### src/rtl/ws2812_rx_if.sv
// Decoded-word output bundle of the WS2812 receiver.
// master: the receiver driving words, frame markers and errors.
// slave : any consumer of that stream (loopback checker, pass-through logic).
//   rx_data    24  last complete word, bit 23 = first bit on the wire
//   rx_valid    1  one-cycle pulse, rx_data/rx_index updated this cycle
//   rx_index    6  LED position of rx_data within the frame
//   frame_done  1  one-cycle pulse when the latch gap ends a frame
//   frame_len   7  complete words in the last frame, held until the next frame_done
//   rx_err      1  one-cycle pulse on any protocol error
interface ws2812_rx_if;
    logic [23:0] rx_data;
    logic        rx_valid;
    logic [5:0]  rx_index;
    logic        frame_done;
    logic [6:0]  frame_len;
    logic        rx_err;

    modport master (
        output rx_data, rx_valid, rx_index, frame_done, frame_len, rx_err
    );

    modport slave (
        input  rx_data, rx_valid, rx_index, frame_done, frame_len, rx_err
    );
endinterface

### src/rtl/ws2812_rx.sv
// Purpose : decode a WS2812 NRZ stream into 24-bit words tagged with LED index; flag frame end on the latch gap.
// Latency : rx_valid 1 clock after the synchronised fall of a word's 24th bit (~3 clocks after the pin edge).
// Backpr. : none; the line cannot be stalled, so each output is a one-cycle pulse that must be taken when it fires.
// Ports   : sys_clk, sys_rst_n (synchronous, active low), din (asynchronous pin), rx (ws2812_rx_if.master).
module ws2812_rx #(
    parameter int BIT_THRESH = 28,   // high clocks >= this decode as 1
    parameter int HIGH_MIN   = 5,    // shorter high pulse is a glitch
    parameter int HIGH_MAX   = 60,   // longer high pulse is an error
    parameter int RESET_CYC  = 2500, // low clocks forming the latch gap
    parameter int MAX_LEDS   = 64    // words accepted per frame
) (
    input  logic        sys_clk,
    input  logic        sys_rst_n,
    input  logic        din,
    ws2812_rx_if.master rx
);

    localparam int LW = $clog2(RESET_CYC + 1);
    localparam int HW = $clog2(HIGH_MAX + 2);

    localparam logic [LW-1:0] LOW_TC   = LW'(RESET_CYC);
    localparam logic [HW-1:0] HIGH_SAT = HW'(HIGH_MAX + 1);
    localparam logic [HW-1:0] HI_MIN   = HW'(HIGH_MIN);
    localparam logic [HW-1:0] HI_MAX   = HW'(HIGH_MAX);
    localparam logic [HW-1:0] HI_THR   = HW'(BIT_THRESH);
    localparam logic [6:0]    WORD_MAX = 7'(MAX_LEDS);

    typedef enum logic [1:0] {
        SYNC = 2'd0,
        IDLE = 2'd1,
        HIGH = 2'd2,
        LOW  = 2'd3
    } state_t;

    state_t        state_q;
    logic          din_meta_q, din_s_q, din_d_q;
    logic [LW-1:0] low_cnt_q, low_cnt_d;
    logic [HW-1:0] high_cnt_q, high_cnt_d;
    logic [4:0]    bit_cnt_q;
    logic [6:0]    word_cnt_q;
    logic [22:0]   shift_q;
    logic [23:0]   shift_nx;
    logic          rise, fall, low_tc, bit_val;

    logic [23:0]   rx_data_q;
    logic [5:0]    rx_index_q;
    logic [6:0]    frame_len_q;
    logic          rx_valid_q, frame_done_q, rx_err_q;

    always_comb begin
        rise = din_s_q & ~din_d_q;
        fall = ~din_s_q & din_d_q;

        // Counters saturate so long idle or stuck-high lines never wrap back
        // into a valid-looking count.
        if (din_s_q)                  low_cnt_d = '0;
        else if (low_cnt_q == LOW_TC) low_cnt_d = low_cnt_q;
        else                          low_cnt_d = low_cnt_q + LW'(1);

        if (!din_s_q)                    high_cnt_d = '0;
        else if (high_cnt_q == HIGH_SAT) high_cnt_d = high_cnt_q;
        else                             high_cnt_d = high_cnt_q + HW'(1);

        // Terminal count includes the current low cycle, so an exactly
        // RESET_CYC-long gap is recognised before the next rise arrives.
        low_tc = (low_cnt_d == LOW_TC);

        // On the fall cycle high_cnt_q holds the full high time of the pulse.
        bit_val  = (high_cnt_q >= HI_THR);
        shift_nx = {shift_q, bit_val};
    end

    always_ff @(posedge sys_clk) begin
        if (!sys_rst_n) begin
            state_q      <= SYNC;
            din_meta_q   <= 1'b0;
            din_s_q      <= 1'b0;
            din_d_q      <= 1'b0;
            low_cnt_q    <= '0;
            high_cnt_q   <= '0;
            bit_cnt_q    <= '0;
            word_cnt_q   <= '0;
            shift_q      <= '0;
            rx_data_q    <= '0;
            rx_index_q   <= '0;
            frame_len_q  <= '0;
            rx_valid_q   <= 1'b0;
            frame_done_q <= 1'b0;
            rx_err_q     <= 1'b0;
        end else begin
            din_meta_q   <= din;
            din_s_q      <= din_meta_q;
            din_d_q      <= din_s_q;
            low_cnt_q    <= low_cnt_d;
            high_cnt_q   <= high_cnt_d;
            rx_valid_q   <= 1'b0;
            frame_done_q <= 1'b0;
            rx_err_q     <= 1'b0;

            case (state_q)
                SYNC: begin
                    if (low_tc) state_q <= IDLE;
                end
                IDLE: begin
                    if (rise) begin
                        bit_cnt_q  <= '0;
                        word_cnt_q <= '0;
                        state_q    <= HIGH;
                    end
                end
                HIGH: begin
                    if (high_cnt_q > HI_MAX) begin
                        rx_err_q <= 1'b1;
                        state_q  <= SYNC;
                    end else if (fall) begin
                        if (high_cnt_q < HI_MIN) begin
                            rx_err_q <= 1'b1;
                            state_q  <= SYNC;
                        end else begin
                            shift_q <= shift_nx[22:0];
                            state_q <= LOW;
                            if (bit_cnt_q == 5'd23) begin
                                bit_cnt_q <= '0;
                                if (word_cnt_q < WORD_MAX) begin
                                    rx_data_q  <= shift_nx;
                                    rx_index_q <= word_cnt_q[5:0];
                                    rx_valid_q <= 1'b1;
                                    word_cnt_q <= word_cnt_q + 7'd1;
                                end else begin
                                    // Frame overflow: drop the word, keep decoding.
                                    rx_err_q <= 1'b1;
                                end
                            end else begin
                                bit_cnt_q <= bit_cnt_q + 5'd1;
                            end
                        end
                    end
                end
                LOW: begin
                    if (rise) begin
                        state_q <= HIGH;
                    end else if (low_tc) begin
                        frame_done_q <= 1'b1;
                        frame_len_q  <= word_cnt_q;
                        // A partial word at the gap is discarded and flagged.
                        if (bit_cnt_q != '0) rx_err_q <= 1'b1;
                        bit_cnt_q <= '0;
                        state_q   <= IDLE;
                    end
                end
                default: state_q <= SYNC;
            endcase
        end
    end

    assign rx.rx_data    = rx_data_q;
    assign rx.rx_valid   = rx_valid_q;
    assign rx.rx_index   = rx_index_q;
    assign rx.frame_done = frame_done_q;
    assign rx.frame_len  = frame_len_q;
    assign rx.rx_err     = rx_err_q;

endmodule

### src/flat_wrapper.sv
// flat-port wrapper written by rule: the top's interface ports become plain ports
module ws2812_rx_flat 
#(
    parameter int BIT_THRESH = 28,                                     
    parameter int HIGH_MIN   = 5,                                     
    parameter int HIGH_MAX   = 60,                                   
    parameter int RESET_CYC  = 2500,                                    
    parameter int MAX_LEDS   = 64                               
)
  (sys_clk, sys_rst_n, din, rx_rx_data, rx_rx_valid, rx_rx_index, rx_frame_done, rx_frame_len, rx_rx_err);
  ws2812_rx_if rx_i ();
  input  logic sys_clk;
  input  logic sys_rst_n;
  input  logic din;
  output wire logic [$bits(rx_i.rx_data)-1:0] rx_rx_data;
  output wire logic [$bits(rx_i.rx_valid)-1:0] rx_rx_valid;
  output wire logic [$bits(rx_i.rx_index)-1:0] rx_rx_index;
  output wire logic [$bits(rx_i.frame_done)-1:0] rx_frame_done;
  output wire logic [$bits(rx_i.frame_len)-1:0] rx_frame_len;
  output wire logic [$bits(rx_i.rx_err)-1:0] rx_rx_err;
  assign rx_rx_data = rx_i.rx_data;
  assign rx_rx_valid = rx_i.rx_valid;
  assign rx_rx_index = rx_i.rx_index;
  assign rx_frame_done = rx_i.frame_done;
  assign rx_frame_len = rx_i.frame_len;
  assign rx_rx_err = rx_i.rx_err;
  ws2812_rx #(.BIT_THRESH(BIT_THRESH), .HIGH_MIN(HIGH_MIN), .HIGH_MAX(HIGH_MAX), .RESET_CYC(RESET_CYC), .MAX_LEDS(MAX_LEDS)) u_core (.sys_clk(sys_clk), .sys_rst_n(sys_rst_n), .din(din), .rx(rx_i));
endmodule
### config.mk
export PLATFORM = sky130hd
export DESIGN_NAME = ws2812_rx_flat
export DESIGN_NICKNAME = d
export VERILOG_FILES = /design/src/rtl/ws2812_rx_if.sv /design/src/rtl/ws2812_rx.sv /design/src/flat_wrapper.sv
export SDC_FILE = /design/constraint.sdc
export NUM_CORES = 1
export LEC_CHECK = 0
export BUFFER_PORTS_ARGS = -buffer_cell sky130_fd_sc_hd__buf_2
export CAP_MARGIN = 40
export CORE_MARGIN = 2
export CORE_UTILIZATION = 35
export CTS_BUF_LIST = sky130_fd_sc_hd__clkbuf_16
export DETAILED_ROUTE_END_ITERATION = 8
export GPL_ROUTABILITY_DRIVEN = 0
export PLACE_DENSITY = 0.55
export SKIP_CTS_REPAIR_TIMING = 1
export SYNTH_ARGS = -nofsm -noshare
export SYNTH_HDL_FRONTEND = slang
export SYNTH_SLANG_ARGS = --single-unit
### constraint.sdc
create_clock -name sys_clk -period 4.1 [get_ports sys_clk]
set_input_delay 0.615 -clock sys_clk [delete_from_list [all_inputs] [get_ports sys_clk]]
set_output_delay 0.615 -clock sys_clk [all_outputs]
set_load 0.03 [all_outputs]
### After elaboration in Yosys (flattened, before gate mapping)

Index checks and enable logic that the tools add are counted.

* add/subtract/negate cells: 4
* magnitude comparators: 4
* equality and inequality tests: 16
* mux-type cells: 35
* bitwise operators: 12
* reductions and logical operators: 13

Operators by type and width (number)
* 7-bit two-way mux: 6
* 5-bit two-way mux: 7
* 12-bit == test (second input constant): 2
* 12-bit two-way mux: 2
* 5-bit case mux with 3 select lines: 1
* 7-bit case mux with 2 select lines: 1
* 7-bit AND reduction: 2
* 12-bit by 1-bit adder with 12-bit output (second input constant): 1
* 2-bit two-way mux: 6
* 1-bit two-way mux: 10
* 2-bit by 1-bit inequality test with 1-bit output (second input constant): 5
* 1-bit NOT: 10
* 2-bit case mux with 4 select lines: 1
* 7-bit by 1-bit adder with 7-bit output (second input constant): 1
* 7-bit less-than comparator (second input constant): 1
* 6-bit by 1-bit adder with 6-bit output (second input constant): 1
* 6-bit == test (second input constant): 1
* 6-bit by 5-bit greater-or-equal comparator with 1-bit output (second input constant): 1
* 6-bit > comparator (second input constant): 1
* 6-bit by 3-bit less-than comparator with 1-bit output (second input constant): 1
* 2-bit inequality test (second input constant): 3
* 6-bit AND reduction: 1
* 6-bit OR reduction: 1
* 5-bit by 1-bit adder with 5-bit output (second input constant): 1
* other kinds (14): 17

* flip-flop bits (word level): 98
* bits of input ports: 3
* output and inout bits: 40
* word-level logic and storage cells: 99

### Logic depth before layout (Yosys ltp)

Gate-level depths: netlist of run 1.

* depth after elaboration: 7
* gate-level depth with buffers: 10
* gate-level depth less buffers: 9

### Worst setup path after synthesis of run 1

No wires, ideal clock.

* path type: reg-to-reg
* start: register u_core.low_cnt_q[0]
* end: register u_core.frame_len_q[6] (netlist: u_core.rx.frame_len[6])
* arrival: 2097 ps
* required time: 4031 ps
* slack: 1935 ps
* cell stages (with the launch flop): 10
* buffers on the path: 1
* cell sequence: dfxtp_1 inv_1 ha_1 nand4b_1 nor4_4 and4b_2 o2111ai_2 buf_6 nand3_1 o21ai_1

* longest elaborated chain between the ends: 5
* elaborated cells on any way between the ends: 6
* classes of those cells: 1 x add/sub; 2 x eq/ne; 2 x mux; 1 x reduce/logical

Ends and longest elaborated chain
* from (decl): line ws2812_rx.sv:37 `logic [LW-1:0] low_cnt_q, low_cnt_d;`
* from (signal assigned): line ws2812_rx.sv:94 `low_cnt_q <= low_cnt_d;`
* 12-bit by 1-bit adder with 12-bit output / 12-bit == test (equally long branches): line ws2812_rx.sv:58, ws2812_rx.sv:57
* 12-bit two-way mux (*): line ws2812_rx.sv:57 `else if (low_cnt_q == LOW_TC) low_cnt_d = low_cnt_q;`
* 12-bit two-way mux (*): line ws2812_rx.sv:56 `if (din_s_q) low_cnt_d = '0;`
* 12-bit == test (*): line ws2812_rx.sv:66 `low_tc = (low_cnt_d == LOW_TC);`
* 3-bit AND reduction (no line) (*)
* to (signal assigned): line ws2812_rx.sv:144 `frame_len_q <= word_cnt_q;`
* to (decl): line ws2812_rx.sv:47 `logic [6:0] frame_len_q;`

Mark *: on every way between the ends. The rest lies on a longest branch, timed or not.
A chain may end at the register's enable or synchronous reset.

### Final worst setup path of run 1

* start: register u_core.low_cnt_q[1]
* end: register u_core.rx_err_q (netlist: u_core.rx.rx_err)

* longest elaborated chain between the ends: 7
* elaborated cells on any way between the ends: 8
* classes of those cells: 1 x add/sub; 2 x eq/ne; 5 x mux

Ends and longest elaborated chain
* 12-bit by 1-bit adder with 12-bit output / 12-bit == test (equally long branches): line ws2812_rx.sv:58, ws2812_rx.sv:57
* 12-bit two-way mux (*): line ws2812_rx.sv:57
* 12-bit two-way mux (*): line ws2812_rx.sv:56
* 12-bit == test (*): line ws2812_rx.sv:66
* 1-bit two-way mux (*): line ws2812_rx.sv:142 `end else if (low_tc) begin`
* 1-bit two-way mux (*): line ws2812_rx.sv:140 `if (rise) begin`
* 1-bit case mux with 2 select lines (*): line ws2812_rx.sv:100 `case (state_q)`
* to (signal assigned): line ws2812_rx.sv:98 `rx_err_q <= 1'b0;`
* to (signal assigned): line ws2812_rx.sv:113 `rx_err_q <= 1'b1;`
* to (signal assigned): line ws2812_rx.sv:146 `if (bit_cnt_q != '0) rx_err_q <= 1'b1;`
* to (decl): line ws2812_rx.sv:48 `logic rx_valid_q, frame_done_q, rx_err_q;`

Marks and branches as above.

==> flow_summary.toml, run 1 <==
[outcome]
status = "complete, no violations"

[global_routing]
globalRouteOverflowTotal = 0
grt_max_degree = 36
grt_pass1_wl_um = 15470
antenna_found_initial = 0
grt_pass1_vias = 3243
track_usage_pct = 14.75

[critical_path]
worstSetupStartpointType = "flip-flop"
cp.required_ns = 4.29
cp.arrival_ns = 2.81
critPathCaptureType = "flip-flop"
worstPathMaxFanout = 16
critPathKind = "reg -> reg"

[finish]
antenna_cells = 0
fillers = 1175
area_delta_synth_final_pct = 15.20
drive_gt1_share_pct = 14.39
nets = 549

[pwr]
ir_drop_mv = 0.3166
p_per_area_nw_per_um2 = 396.3
p_total_uw = 1879
p_leak_uw = 0.001685

[detailed_routing]
wirelength_um = 8857
drc = 0
via_per_inst = 5.053
final_antenna_net_count = 0
routedWlPerCell_um = 12.93
dr.pass1.iters = 4
num_vias = 3461
drt_iter0_markers = 224

[floorplan]
die_height_um = 112.5
dieArea_um2 = 12650
num_rows = 39
core_area_um2 = 11470
io_pins = 43
fp.dieW_um = 112.5
initial_core_util_pct = 35.90

[job]
maxCapViolCount = 0

[logic_synthesis]
netlist_area_um2 = 4116
synth_common_cells = "126 x nand2_1, 98 x dfxtp_1, 63 x a21oi_1, 34 x nor2_1, 29 x nand3_1"
ys_seq_elements = 98
synth_compound_area_share_pct = 14.53
syn_nets = 517
seq_area_frac_synth_pct = 47.66
async_flop_share_pct = 0
synth_adder_area_share_pct = 2.432
synth_ff_type = "dfxtp_1"
yosysMostFrequentCell = "nand2_1"
synth_top_area_share_pct = 47.66
synth_area_per_cell_um2 = 8.135
synth_cell_types = 55
synth_top_family_by_area = "simple AND/OR/NAND/NOR gates"
synth-simple-area-share_pct = 27.08
ys.warnings.count = 0
synth_mux_area_share_pct = 0.5167
synth_top_area_cell = "dfxtp_1"
synthTopCellsByArea = "dfxtp_1 48%, nand2_1 11%, a21oi_1 7.7%"
synth_edf_count = 0
postSynthCellCount = 506
synth_xor_area_share_pct = 3.404

[min_path]
hp-class = "reg -> reg"

[cts]
htree_levels = 3
cts_buffer_depth = 2
cts_tree = "built"
clkSlewWorstSetupHoldPaths_ns = 0.06
clk_latency_ns = 0.34
root_buffer = "clkbuf_16"
cts_buffers = 9
cts_sinks = 98

[timing]
fin_crit_ns = 2.619
setup_viol = 0
rsz0062_at_grt = "no"
tightest_slew_ns = 0.6652
fin_skew_ns = 0.004892
final_hold_viol_count = 0
setup_ws_ns = 1.481
finalCritPeriodShare_pct = 63.87
fin_setup_tns_ns = 0
maxSlewViolCount = 0
slew_headroom_pct = 55.65
timing.fmax_ghz = 0.3819

[placed_design]
dpl_worst_slack_ns = 1.498
dp_hpwl_um = 6083
portBuffers = 42
==> worst max-delay path, stage by stage (launching register included) <==
cell	delay, ns
dfxtp_1	0.46
ha_1	0.35
nand2_1	0.13
nor4_1	0.41
nor3_1	0.12
and4b_2	0.25
o2111ai_2	0.57
o22ai_1	0.17
==> final timing paths <==
kind | startpoint | end | slack (ns) | cells after the start
max | u_core.low_cnt_q[1] | u_core.rx.rx_err | 1.48 | 7
min | u_core.din_meta_q | u_core.din_s_q | 0.44 | 1
min reg2reg | u_core.din_meta_q | u_core.din_s_q | 0.44 | 1
max reg2reg | u_core.low_cnt_q[1] | u_core.rx.rx_err | 1.48 | 7
==> report_power, final <==
part | leakage, µW | internal (µW) | switching [µW]
Clock | 0.000149 | 527 | 347
Sequential | 0.000790 | 955 | 6.23
Combinational | 0.000746 | 13.2 | 29.9
==> cells by family after synthesis <==
kind of cell / count (synthesis)
and+or+nand+nor: 239
buffers and inverters: 42
adders and majority gates: 8
AOI/OAI and AO/OA: 101
xor gates and xnor gates: 16
muxes: 2
DFF: 98
==> cells in the final DEF (no fill, tap or decap), types with 3 or more instances in the layout <==
master	netlist	final
nand2b_1	4	4
xor2_1	6	6
nand3_1	29	29
xnor2_1	10	10
and3_1	3	3
inv_1	14	15
nand2_1	126	126
nand4b_1	3	3
o21ai_0	5	5
dfxtp_1	98	98
o21ai_1	7	7
nand4_1	6	6
clkbuf_16	0	9
a31oi_1	6	6
buf_2	6	42
buf_4	0	6
nor2_1	34	34
ha_1	8	8
o22ai_1	3	3
a21oi_1	63	63
nor3_1	11	11
==> registers in the layout, summed over array words and instances (netlist names), 2 cells and up <==
signal / flops
u_core.rx.rx_data: 24
u_core.shift_q: 23
u_core.low_cnt_q: 12
u_core.rx.frame_len: 7
u_core.word_cnt_q: 7
u_core.high_cnt_q: 6
u_core.rx.rx_index: 6
u_core.bit_cnt_q: 5
u_core.state_q: 2
==> final cells by class <==
cell class	instances	area [µm²]	area share (%)
clock inverters	6	83.83	1.768
multi-input cells	366	1981	41.77
clock buffers	9	225.2	4.749
well taps	143	178.9	3.773
inverters	15	56.30	1.187
flip-flops and latches	98	1962	41.37
repair buffers	48	255.2	5.383
==> stage by stage <==
step	utilization (%)	cells	area (µm²)	hold WS, ns
4_1_cts	41.35	685	4742	0.4453
2_1_floorplan	-	506	4116	0.4119
6_report	41.35	685	4742	0.4396
3_5_place_dp	38.66	670	4433	0.4281
5_1_grt	41.35	685	4742	0.4655
3_3_place_gp	38.66	670	4433	0.4241
==> routing by layer <==
layer	vias up	global-route usage [%]	routed length [µm]
li1	1788	-	-
met1	1603	19.70	4356
met2	58	23.41	3997
met3	12	4.212	390
met4	0	4.146	112
met5	-	0	0
No activity file was read; power rests on OpenSTA's default activity.
==> run 2: changes to the inputs <==
==> constraint.sdc (replaced) <==
create_clock -name sys_clk -period 2.73 [get_ports sys_clk]
set_input_delay 0.4095 -clock sys_clk [delete_from_list [all_inputs] [get_ports sys_clk]]
set_output_delay 0.4095 -clock sys_clk [all_outputs]
set_load 0.03 [all_outputs]
==> run 2 against run 1 <==
Effect of this change:
- largest power group unchanged
- global-route usage increased by 0.35 points
- highest routed layer unchanged
- routed wire length increased by 2.1%
- clock skew increased by 0.0024 ns
- via count increased by 1.2%
- first-iteration DRC count decreased by 0.45%
- final cell count increased by 0.58%
==> flow_summary.toml, run 2 (synthesis gave the netlist of run 1 again) <==
[cts]
cts_buffers = 9
cts_tree = "built"
htree_levels = 3
clkSlewWorstSetupHoldPaths_ns = 0.07
root_buffer = "clkbuf_16"
cts_buffer_depth = 2
cts_sinks = 98
clk_latency_ns = 0.34

[detailed_routing]
dr.pass1.iters = 4
num_vias = 3504
routedWlPerCell_um = 13.12
final_antenna_net_count = 0
wirelength_um = 9041
drt_iter0_markers = 223
via_per_inst = 5.086
drc = 0

[critical_path]
r2r_cells = 8
cp.required_ns = 2.94
worstSetupEndpoint = "u_core.bit_cnt_q[2]"
r2r_start = "u_core.low_cnt_q[1]"
cp.arrival_ns = 2.65
critPathLaunch = "u_core.low_cnt_q[1]"
worstSetupStartpointType = "flip-flop"
critPathKind = "reg -> reg"
r2r_slack_ns = 0.29
r2r-end = "u_core.bit_cnt_q[2]"
critPathCaptureType = "flip-flop"
worstPathMaxFanout = 8

[timing]
tightest_slew_ns = 0.5846
fin_skew_ns = 0.007266
finalCritPeriodShare_pct = 89.46
slew_headroom_pct = 61.03
fin_crit_ns = 2.442
whs_ns = 0.2707
maxSlewViolCount = 0
timing.fmax_ghz = 0.4095
rsz0062_at_grt = "no"
fin_setup_tns_ns = 0
final_hold_viol_count = 0
setup_viol = 0

[global_routing]
grt_pass1_vias = 3469
grt_pass1_wl_um = 15750
grt_max_degree = 33
globalRouteOverflowTotal = 0
antenna_found_initial = 0
track_usage_pct = 15.09

[floorplan]
fp.dieW_um = 112.5
num_rows = 39
initial_core_util_pct = 35.90
dieArea_um2 = 12650
die_height_um = 112.5
core_area_um2 = 11470
io_pins = 43

[outcome]
status = "complete, no violations"

[finish]
mostFrequentLayoutCell = "nand2_1"
antenna_cells = 0
drive_gt1_share_pct = 15.20
largest_reg_flops = 24
nets = 552
area_delta_synth_final_pct = 16.02
mostFrequentLayoutCells = "126 x nand2_1, 98 x dfxtp_1, 63 x a21oi_1"

[pwr]
p_leak_uw = 0.001700
p_total_uw = 2811
ir_drop_mv = 0.3890
p_per_area_nw_per_um2 = 588.6

[min_path]
hp-class = "in -> reg"

[placed_design]
portBuffers = 42
dp_hpwl_um = 6300

[job]
maxCapViolCount = 0
run 2: layout make-up:
class	count	area [µm²]
repair buffers	51	277.8
clock buffers	9	225.2
clock inverters	7	83.83
multi-input cells	366	1992
inverters	15	56.30
well taps	143	178.9
flip-flops and latches	98	1962
fillers	1164	6691
run 2: report_power, final:
group / switching (µW) / internal (µW)
Clock: 576 / 727
Combinational: 45.3 / 19.9
Sequential: 9.09 / 1430
run 2: worst min-delay path by stage:
stage                            from                 to  slack (ns)  cells past startpoint
floorplan           u_core.din_meta_q     u_core.din_s_q        0.41                      1
global placement    u_core.din_meta_q     u_core.din_s_q        0.43                      1
detailed placement  u_core.din_meta_q     u_core.din_s_q        0.45                      1
CTS                               din  u_core.din_meta_q        0.26                      2
global route                      din  u_core.din_meta_q        0.28                      2
finish                            din  u_core.din_meta_q        0.27                      2
run 2: critical path, cell delays in order, from the launching register on:
cell and delay, ns:
dfxtp_1 0.45, ha_1 0.34, nand2_1 0.13, o31a_1 0.31, nor3_1 0.23, o31a_1 0.19, o2111ai_2 0.18, nor2_1 0.32
o21ai_0 0.16
run 2: stage by stage:
step           util (%)  worst slack (ns)  area, µm²  std cells
6_report          41.65            0.2878       4776        689
3_5_place_dp      38.85            0.2219       4456        673
5_1_grt           41.65           0.01917       4776        689
3_3_place_gp      38.85            0.3040       4456        673
4_1_cts           41.55            0.2077       4765        689
2_1_floorplan         -            0.5647       4116        506
run 2: per-layer routing:
| layer | GRT usage (%) | up-vias | part of all wire, % |
|---|---|---|---|
| met5 | 0 | - | 0 |
| met2 | 23.61 | 67 | 43 |
| met1 | 19.77 | 1627 | 50 |
| li1 | - | 1797 | - |
| met4 | 5.203 | 0 | 1.3 |
| met3 | 4.752 | 13 | 5.4 |
==> run 3: changes to the inputs <==
--- a/config.mk
+++ b/config.mk
@@ -5,6 +5,7 @@
 export SDC_FILE = /design/constraint.sdc
 export NUM_CORES = 1
 export LEC_CHECK = 0
+export ABC_AREA = 1
 export BUFFER_PORTS_ARGS = -buffer_cell sky130_fd_sc_hd__buf_2
 export CAP_MARGIN = 40
 export CORE_MARGIN = 2
==> run 3 against run 2 <==
Effect of this change:
- cell area is 0.63% higher
- die area rose by 1.6%
- sequential power barely moved
- final cell count increased by 7.5%
- clock skew increased by 0.0011 ns
- combinational power fell by 3.7%
- via count is 2.5% higher
==> flow_summary.toml, run 3 <==
[outcome]
status = "complete, no violations"

[timing]
finalCritPeriodShare_pct = 83.65
fin_setup_tns_ns = 0
slew_headroom_pct = 62.26
fin_skew_ns = 0.008372
whs_ns = 0.2529
final_hold_viol_count = 0
setup_viol = 0
timing.fmax_ghz = 0.4379
fin_crit_ns = 2.284
rsz0062_at_grt = "no"
maxSlewViolCount = 0
tightest_slew_ns = 0.5640

[logic_synthesis]
syn_nets = 566
synth_top_area_cell = "dfxtp_1"
ys_seq_elements = 98
synth_cell_types = 30
postSynthCellCount = 555
seq_area_frac_synth_pct = 46.88
synthTopCellsByArea = "dfxtp_1 47%, nand2_1 7.4%, a21oi_1 7.4%"
synth_edf_count = 0
netlist_area_um2 = 4185
synth_top_area_share_pct = 46.88
async_flop_share_pct = 0
yosysMostFrequentCell = "dfxtp_1"
synth_ff_type = "dfxtp_1"
ys.warnings.count = 0
synth_common_cells = "98 x dfxtp_1, 83 x nand2_1, 62 x a21oi_1, 62 x nor2_1, 61 x inv_1"
synth_area_per_cell_um2 = 7.541

[cts]
cts_tree = "built"
cts_sinks = 98
clkSlewWorstSetupHoldPaths_ns = 0.07
cts_buffers = 9
cts_buffer_depth = 2
clk_latency_ns = 0.34
htree_levels = 3
root_buffer = "clkbuf_16"

[finish]
antenna_cells = 0
mostFrequentLayoutCells = "98 x dfxtp_1, 83 x nand2_1, 62 x nor2_1, 62 x a21oi_1, 61 x inv_1"
multi_input_area_um2 = 1868
largest_reg_flops = 24
fillers = 1181
nets = 604
drive_gt1_share_pct = 14.72
area_delta_synth_final_pct = 14.83
seqCellArea_um2 = 1962
mostFrequentLayoutCell = "dfxtp_1"
utilization_pct = 41.56

[critical_path]
cpMostUsedCell = "nand2_1"
critPathCaptureType = "flip-flop"
r2r_cells = 13
worstPathMaxFanout = 11
cp.arrival_ns = 2.56
path_cells = "ha_1 > nand2_2 > nor2_4 > nand3_1 > nand2_1 > nand4_1 > nor2_2 > nand3_2 > nand2_2 > nand2_1 > nand2_1 > nand2_1 > nor2_1"
critPathKind = "reg -> reg"
r2r_slack_ns = 0.45
critPathLaunch = "u_core.low_cnt_q[0]"
path_buf_inv = 0
cp.required_ns = 3.01
slowest_delay_ns = 0.39
r2r-end = "u_core.bit_cnt_q[3]"
r2r_start = "u_core.low_cnt_q[0]"
cp_slowest_cell = "dfxtp_1"
worstSetupStartpointType = "flip-flop"
worstSetupEndpoint = "u_core.bit_cnt_q[3]"
crit_cells = 13
crit_family = "simple AND/OR/NAND/NOR gates"

[global_routing]
globalRouteOverflowTotal = 0
track_usage_pct = 14.64
grt_max_degree = 56
grt_pass1_vias = 3455
antenna_found_initial = 0
grt_pass1_wl_um = 15440

[detailed_routing]
wirelength_um = 9093
drc = 0
dr.pass1.iters = 4
num_vias = 3593
via_per_inst = 4.849
drt_iter0_markers = 149
final_antenna_net_count = 0
routedWlPerCell_um = 12.27

[pwr]
p_per_area_nw_per_um2 = 558.2
p_total_uw = 2683
p_leak_uw = 0.001988
ir_drop_mv = 0.2758

[floorplan]
die_height_um = 113.4
num_rows = 39
fp.dieW_um = 113.4
dieArea_um2 = 12850
io_pins = 43
core_area_um2 = 11560
initial_core_util_pct = 36.19

[job]
maxCapViolCount = 0

[min_path]
hp-class = "in -> reg"

[placed_design]
dp_hpwl_um = 6497
portBuffers = 42
[run 3: cell count changes after synthesis, moves of 4 or more]
| cell | change |
|---|---|
| o21ai_0 | +50 |
| nand2_2 | +7 |
| xnor2_1 | -8 |
| nand2b_1 | -4 |
| xor2_1 | -4 |
| nand3_2 | +5 |
| nand2_1 | -43 |
| clkbuf_1 | -9 |
| nor2_1 | +28 |
| inv_1 | +47 |
| nor2_2 | +5 |
| nor3_1 | +5 |
[run 3: routing by layer]
layer / GRT usage (%) / up-vias / part of all wire (%)
li1: - / 1894 / -
met1: 18.13 / 1626 / 47
met2: 25.15 / 60 / 49
met3: 3.374 / 13 / 2.9
met4: 4.878 / 0 / 1.5
met5: 0 / - / 0
[run 3: worst min-delay path by stage]
stage / start / endpoint / slack, ns / cells after the start
2_1_floorplan: u_core.din_meta_q / u_core.din_s_q / 0.39 / 2
3_3_place_gp: u_core.din_meta_q / u_core.din_s_q / 0.40 / 2
3_5_place_dp: u_core.din_meta_q / u_core.din_s_q / 0.41 / 2
4_1_cts: din / u_core.din_meta_q / 0.24 / 3
5_1_grt: din / u_core.din_meta_q / 0.27 / 3
6_report: din / u_core.din_meta_q / 0.25 / 3
[run 3: cell families after synthesis]
group	after synthesis	share of synthesized area (%)
adders and majority gates	8	2.392
DFF	98	46.88
and+or+nand+nor	224	25.11
buffers and inverters	88	8.490
xor gates and xnor gates	4	0.8372
AOI/OAI and AO/OA	133	16.29
[run 3: per-stage QoR]
step	std cells	cell area [µm²]	setup WS, ns
6_report	741	4806	0.4465
5_1_grt	741	4806	0.1927
3_5_place_dp	725	4528	0.4704
3_3_place_gp	725	4528	0.5675
4_1_cts	741	4806	0.4644
2_1_floorplan	555	4185	0.9387
[run 3: where the power goes]
group	internal (µW)	switching, µW
Sequential	1430	5.34
Combinational	18.2	44.5
Clock	624	556
Total	2080	606
[run 3: area by class of cell]
| cell class | count | share of cell area (%) |
|---|---|---|
| Sequential cell | 98 | 40.82 |
| Inverter | 67 | 5.233 |
| Tap cell | 143 | 3.723 |
| Multi-Input combinational cell | 369 | 38.87 |
| Clock inverter | 7 | 1.093 |
| Timing Repair Buffer | 48 | 5.571 |
| Clock buffer | 9 | 4.686 |
[run 3: tightest hold or removal path: stages]
cell and delay [ns]:
buf_2 0.08, nand2_1 0.04, inv_1 0.04
